$ cat src/rtl/cipher_tx_framer.sv
// Ciphertext serializer: buffers 24-bit words in a small FIFO and emits each as a
// frame of sync pattern, MSB-first data and an even-parity bit under tx_ready backpressure.
module cipher_tx_framer #(
  parameter int                N      = 24,
  parameter int                DEPTH  = 4,
  parameter int                SYNC_W = 8,
  parameter logic [SYNC_W-1:0] SYNC   = 8'hA5
) (
  input  logic                       clk,
  input  logic                       rst,
  input  logic                       init_done,
  input  logic [N-1:0]               data_in,
  input  logic                       in_valid,
  output logic                       in_ready,
  output logic                       tx_bit,
  output logic                       tx_valid,
  output logic                       tx_sof,
  input  logic                       tx_ready,
  output logic [$clog2(DEPTH):0]     fifo_count
);

  localparam int AW  = $clog2(DEPTH);
  localparam int CW  = AW + 1;
  localparam int BW  = $clog2((N > SYNC_W) ? N : SYNC_W);
  localparam int SIW = $clog2(SYNC_W);

  typedef enum logic [1:0] {
    ST_IDLE   = 2'd0,
    ST_SYNC   = 2'd1,
    ST_DATA   = 2'd2,
    ST_PARITY = 2'd3
  } state_e;

  function automatic logic even_parity(input logic [N-1:0] word);
    return ^word;
  endfunction

  logic [N-1:0]   mem_q [DEPTH];
  logic [AW-1:0]  wr_ptr_q, rd_ptr_q;
  logic [CW-1:0]  count_q, count_d;

  state_e         state_q, state_d;
  logic [BW-1:0]  bitcnt_q, bitcnt_d;
  logic [N-1:0]   shift_q, shift_d;
  logic           parity_q, parity_d;

  logic           tx_valid_q, tx_valid_d;
  logic           tx_sof_q, tx_sof_d;
  logic           tx_bit_q, tx_bit_d;

  logic           push_s, pop_s, xfer_s, fifo_nonempty_s;
  logic [SIW-1:0] sync_idx_s;

  // in_ready looks only at the registered count, so a same-cycle pop never opens a full FIFO
  assign in_ready        = rst & init_done & (count_q < CW'(DEPTH));
  assign push_s          = in_valid & in_ready;
  assign xfer_s          = tx_valid_q & tx_ready;
  assign fifo_nonempty_s = (count_q != {CW{1'b0}});

  assign tx_bit     = tx_bit_q;
  assign tx_valid   = tx_valid_q;
  assign tx_sof     = tx_sof_q;
  assign fifo_count = count_q;

  // FIFO occupancy next-state
  always_comb begin
    count_d = count_q;
    case ({push_s, pop_s})
      2'b10:   count_d = count_q + CW'(1'b1);
      2'b01:   count_d = count_q - CW'(1'b1);
      default: count_d = count_q;
    endcase
  end

  // FIFO storage and pointers; pointers wrap naturally since DEPTH is a power of two
  always_ff @(posedge clk or negedge rst) begin
    if (!rst) begin
      for (int i = 0; i < DEPTH; i++) begin
        mem_q[i] <= {N{1'b0}};
      end
      wr_ptr_q <= {AW{1'b0}};
      rd_ptr_q <= {AW{1'b0}};
      count_q  <= {CW{1'b0}};
    end else begin
      if (push_s) begin
        mem_q[wr_ptr_q] <= data_in;
        wr_ptr_q        <= wr_ptr_q + AW'(1'b1);
      end
      if (pop_s) begin
        rd_ptr_q <= rd_ptr_q + AW'(1'b1);
      end
      count_q <= count_d;
    end
  end

  // Framing FSM: next state, bit counter, shifter and pop strobe
  always_comb begin
    state_d  = state_q;
    bitcnt_d = bitcnt_q;
    shift_d  = shift_q;
    parity_d = parity_q;
    pop_s    = 1'b0;
    case (state_q)
      ST_IDLE: begin
        if (fifo_nonempty_s) begin
          pop_s    = 1'b1;
          shift_d  = mem_q[rd_ptr_q];
          parity_d = even_parity(mem_q[rd_ptr_q]);
          bitcnt_d = {BW{1'b0}};
          state_d  = ST_SYNC;
        end else begin
          state_d = ST_IDLE;
        end
      end
      ST_SYNC: begin
        if (xfer_s) begin
          if (bitcnt_q == BW'(SYNC_W - 1)) begin
            bitcnt_d = {BW{1'b0}};
            state_d  = ST_DATA;
          end else begin
            bitcnt_d = bitcnt_q + BW'(1'b1);
          end
        end else begin
          state_d = ST_SYNC;
        end
      end
      ST_DATA: begin
        if (xfer_s) begin
          shift_d = {shift_q[N-2:0], 1'b0};
          if (bitcnt_q == BW'(N - 1)) begin
            bitcnt_d = {BW{1'b0}};
            state_d  = ST_PARITY;
          end else begin
            bitcnt_d = bitcnt_q + BW'(1'b1);
          end
        end else begin
          state_d = ST_DATA;
        end
      end
      ST_PARITY: begin
        if (xfer_s) begin
          // Next word goes straight into SYNC so frames leave back-to-back
          if (fifo_nonempty_s) begin
            pop_s    = 1'b1;
            shift_d  = mem_q[rd_ptr_q];
            parity_d = even_parity(mem_q[rd_ptr_q]);
            bitcnt_d = {BW{1'b0}};
            state_d  = ST_SYNC;
          end else begin
            state_d = ST_IDLE;
          end
        end else begin
          state_d = ST_PARITY;
        end
      end
      default: begin
        state_d  = ST_IDLE;
        bitcnt_d = {BW{1'b0}};
      end
    endcase
  end

  assign sync_idx_s = SIW'(SYNC_W - 1) - bitcnt_d[SIW-1:0];

  // Serial outputs are computed from next state so they can be registered
  always_comb begin
    tx_valid_d = (state_d != ST_IDLE);
    tx_sof_d   = (state_d == ST_SYNC) && (bitcnt_d == {BW{1'b0}});
    case (state_d)
      ST_SYNC:   tx_bit_d = SYNC[sync_idx_s];
      ST_DATA:   tx_bit_d = shift_d[N-1];
      ST_PARITY: tx_bit_d = parity_d;
      default:   tx_bit_d = 1'b0;
    endcase
  end

  // FSM and output registers
  always_ff @(posedge clk or negedge rst) begin
    if (!rst) begin
      state_q    <= ST_IDLE;
      bitcnt_q   <= {BW{1'b0}};
      shift_q    <= {N{1'b0}};
      parity_q   <= 1'b0;
      tx_valid_q <= 1'b0;
      tx_sof_q   <= 1'b0;
      tx_bit_q   <= 1'b0;
    end else begin
      state_q    <= state_d;
      bitcnt_q   <= bitcnt_d;
      shift_q    <= shift_d;
      parity_q   <= parity_d;
      tx_valid_q <= tx_valid_d;
      tx_sof_q   <= tx_sof_d;
      tx_bit_q   <= tx_bit_d;
    end
  end

endmodule

$ cat config.mk
export PLATFORM = sky130hd
export DESIGN_NAME = cipher_tx_framer
export DESIGN_NICKNAME = d
export VERILOG_FILES = /design/src/rtl/cipher_tx_framer.sv
export SDC_FILE = /design/constraint.sdc
export NUM_CORES = 1
export LEC_CHECK = 0
export CAP_MARGIN = 20
export CORE_ASPECT_RATIO = 1.5
export CORE_MARGIN = 5
export CORE_UTILIZATION = 43
export CTS_CLUSTER_DIAMETER = 200
export DETAILED_ROUTE_END_ITERATION = 8
export GPL_ROUTABILITY_DRIVEN = 0
export GPL_TIMING_DRIVEN = 0
export PLACE_DENSITY = 0.7
export SLEW_MARGIN = 10
export SYNTH_ARGS = -nofsm -noshare
export SYNTH_HDL_FRONTEND = slang
export SYNTH_SLANG_ARGS = --single-unit
$ cat constraint.sdc
create_clock -name clk -period 8.1 [get_ports clk]
set_clock_uncertainty 0.15 [all_clocks]
set_input_delay 2.025 -clock clk [delete_from_list [all_inputs] [get_ports clk]]
set_output_delay 2.025 -clock clk [all_outputs]
set_load 0.02 [all_outputs]
==> reports/qor.yml <==
htree_levels: 4
status: "finished clean"
critPathTopFamily: "buffers and inverters"
wl_met3_um: 402
setup_violations: 0
hold_buffers: 0
ys_seq_area_share_pct: 52.5
crit_top_cell: "clkdlybuf4s50_1"
syn_area_um2: 6570
async_reset_ff_share_pct: 100
irDropWorstVdd_uv: 479
grt_max_degree: 97
cp-end-kind: "output port"
numPortBuffers: 35
worstPathArrival_ps: 3260
rsz0062_at_grt: "no"
synth-edff-count: 0
clk_latency_ps: 420
ys.flop_type: "dfrtp_1"
drtPass1Iterations: 5
clk_pin_slew_worst_paths_ps: 60
drc: 0
cts_tree: "built"
clk_path_buf_depth: 2
slowest_stage: "clkdlybuf4s50_1"
slew_headroom_pct: 46.4
design_area_um2: 7810
worstMarginPinSlew_ps: 804
critical_path_class: "in2out"
worstPathCellList: "clkdlybuf4s50_1 -> nand2_1 -> nor2_1 -> clkdlybuf4s50_1"
die_w_um: 111
area_delta_synth_final_pct: 18.8
final_core_util_pct: 51.8
ctsResizeCount: 0
startpoint_type: "primary input"
cts_root_buf: "clkbuf_16"
clock_sinks: 138
drt.antenna.violating_nets: 0
diodes: 0
finalCriticalPeriod_ps: 5440
max_freq_mhz: 184
r2r_slack_ps: 4960
pwr_density_cell_nw_per_um2: 425
placed_cells: 738
synth.distinct_cells: 44
routed-wl-met2_um: 7730
critPathRequiredTime_ps: 5930
dieArea_um2: 17900
die_height_um: 161
drt-initial-drc-count: 324
overflow: 0
dpl_cell_area_um2: 7200
synth_seq_cells: 138
hpwlAfterDp_um: 9880
yosys_warnings: 0
wl_per_cell_um: 18.3
min_path_type: "reg2reg"
timing.final.ws_setup_ps: 2660
worst-path-max-fanout: 2
io_pins: 36
fin_crit_sh_pct: 67.1
wl_um: 14100
grt_pass1_vias: 4608
start_util_pct: 43.6
nets: 598
drive_gt1_share_pct: 11.6
core-area_um2: 15100
synthCells: 503
syn_nets: 543
avgSynthCellArea_um2: 13.1
cpPeakStageDelay_ps: 620
track_usage_pct: 16.4
grt_pass1_wl_um: 23300
critPathBufInv: 2
antenna_found_initial: 0
drv_slew: 0
post_cts_buffers: 0
wl_met1_um: 5660
hold_viol_final: 0
viasPerCell: 5.45
tns_ps: 0
dpl_worst_slack_ps: 2660
row_count: 55
vias: 4200
top_layer_used: "met4"
fin_cells: 770
cts_buffers: 17
p_leak_nw: 3.33
maxCapViolCount: 0
==> synth_stat cells (7+ instances only) <==
master | count | area (µm²)
nand2_1 | 43 | 161
o21ai_1 | 30 | 150
mux2_1 | 96 | 1080
clkbuf_1 | 15 | 56.3
a22oi_1 | 24 | 180
ha_1 | 10 | 125
a21oi_1 | 13 | 65.1
dfrtp_1 | 138 | 3450
mux4_2 | 23 | 518
buf_1 | 9 | 33.8
nor2_1 | 9 | 33.8
xor2_1 | 7 | 61.3
inv_1 | 11 | 41.3
o21ai_0 | 8 | 40.0
xnor2_1 | 21 | 184
==> final timing paths <==
path	to	depth (start not counted)	from
max reg2reg	tx_bit$_DFF_PN0_	10	rd_ptr_q[1]$_DFFE_PN0P_
max	in_ready	4	init_done
min in group asynchronous	mem_q[7]$_DFFE_PN0P_	1	rst
min	mem_q[64]$_DFFE_PN0P_	1	mem_q[64]$_DFFE_PN0P_
max in group asynchronous	mem_q[68]$_DFFE_PN0P_	2	rst
min reg2reg	mem_q[64]$_DFFE_PN0P_	1	mem_q[64]$_DFFE_PN0P_
==> kinds of logic after synthesis <==
logic type                 synth area share (%)
DFF                                        52.5
and+or+nand+nor                            5.63
xor gates and xnor gates                   4.32
adders and majority gates                  2.21
muxes                                      24.7
buffers and inverters                      2.70
AOI/OAI and AO/OA                          7.86
==> worst reg2reg max path, stage by stage, from the launching register on <==
cell	delay, ps
dfrtp_1	320
buf_2	210
buf_1	640
mux4_2	470
xnor2_1	210
xnor2_1	170
xnor2_1	170
xnor3_1	380
o21ai_2	190
nand3_2	100
nand3_2	70
==> metal layers <==
| metal | global-route usage (%) | vias to the layer above |
|---|---|---|
| li1 | - | 1933 |
| met1 | 18.2 | 2166 |
| met2 | 30.6 | 84 |
| met3 | 3.37 | 17 |
| met4 | 6.61 | 0 |
| met5 | 0 | - |
==> final cells by class <==
type / count / area (µm²)
Buffer: 29 / 136
Tap cell: 199 / 249
Timing Repair Buffer: 36 / 379
Sequential cell: 138 / 3450
Clock buffer: 19 / 443
Fill cell: 1224 / 7260
Inverter: 11 / 41.3
Multi-Input combinational cell: 325 / 2940
Clock inverter: 13 / 165
==> registers in the layout (all words and copies together), names as in the netlist, 2 cells and up <==
name        count
wr_ptr_q        2
shift_q        24
mem_q          96
fifo_count      3
rd_ptr_q        2
state_q         2
bitcnt_q        5
==> cell usage in the layout (no fill, tap or decap), types with 13 or more instances in the layout <==
master / n
mux2_1: 96
clkbuf_1: 16
o21ai_1: 30
xnor2_1: 21
dfrtp_1: 138
clkbuf_16: 17
clkdlybuf4s50_1: 34
a21oi_1: 13
nand2_1: 43
mux4_2: 23
a22oi_1: 24
==> through the flow <==
stage | power, W | hold WS (ps)
6_report | 0.00332 | 334
4_1_cts | 0.00336 | 338
3_5_place_dp | 0.00253 | 325
5_1_grt | 0.00351 | 344
2_1_floorplan | 0.00219 | 306
3_3_place_gp | 0.00248 | 316
==> report_power, final <==
| group | switching [W] | internal (W) |
|---|---|---|
| logic | 0.000643 | 0.000779 |
| registers | 0.000146 | 0.000951 |
| clock network | 0.000302 | 0.000495 |
Note: power is estimated with default switching activity, not from simulation.
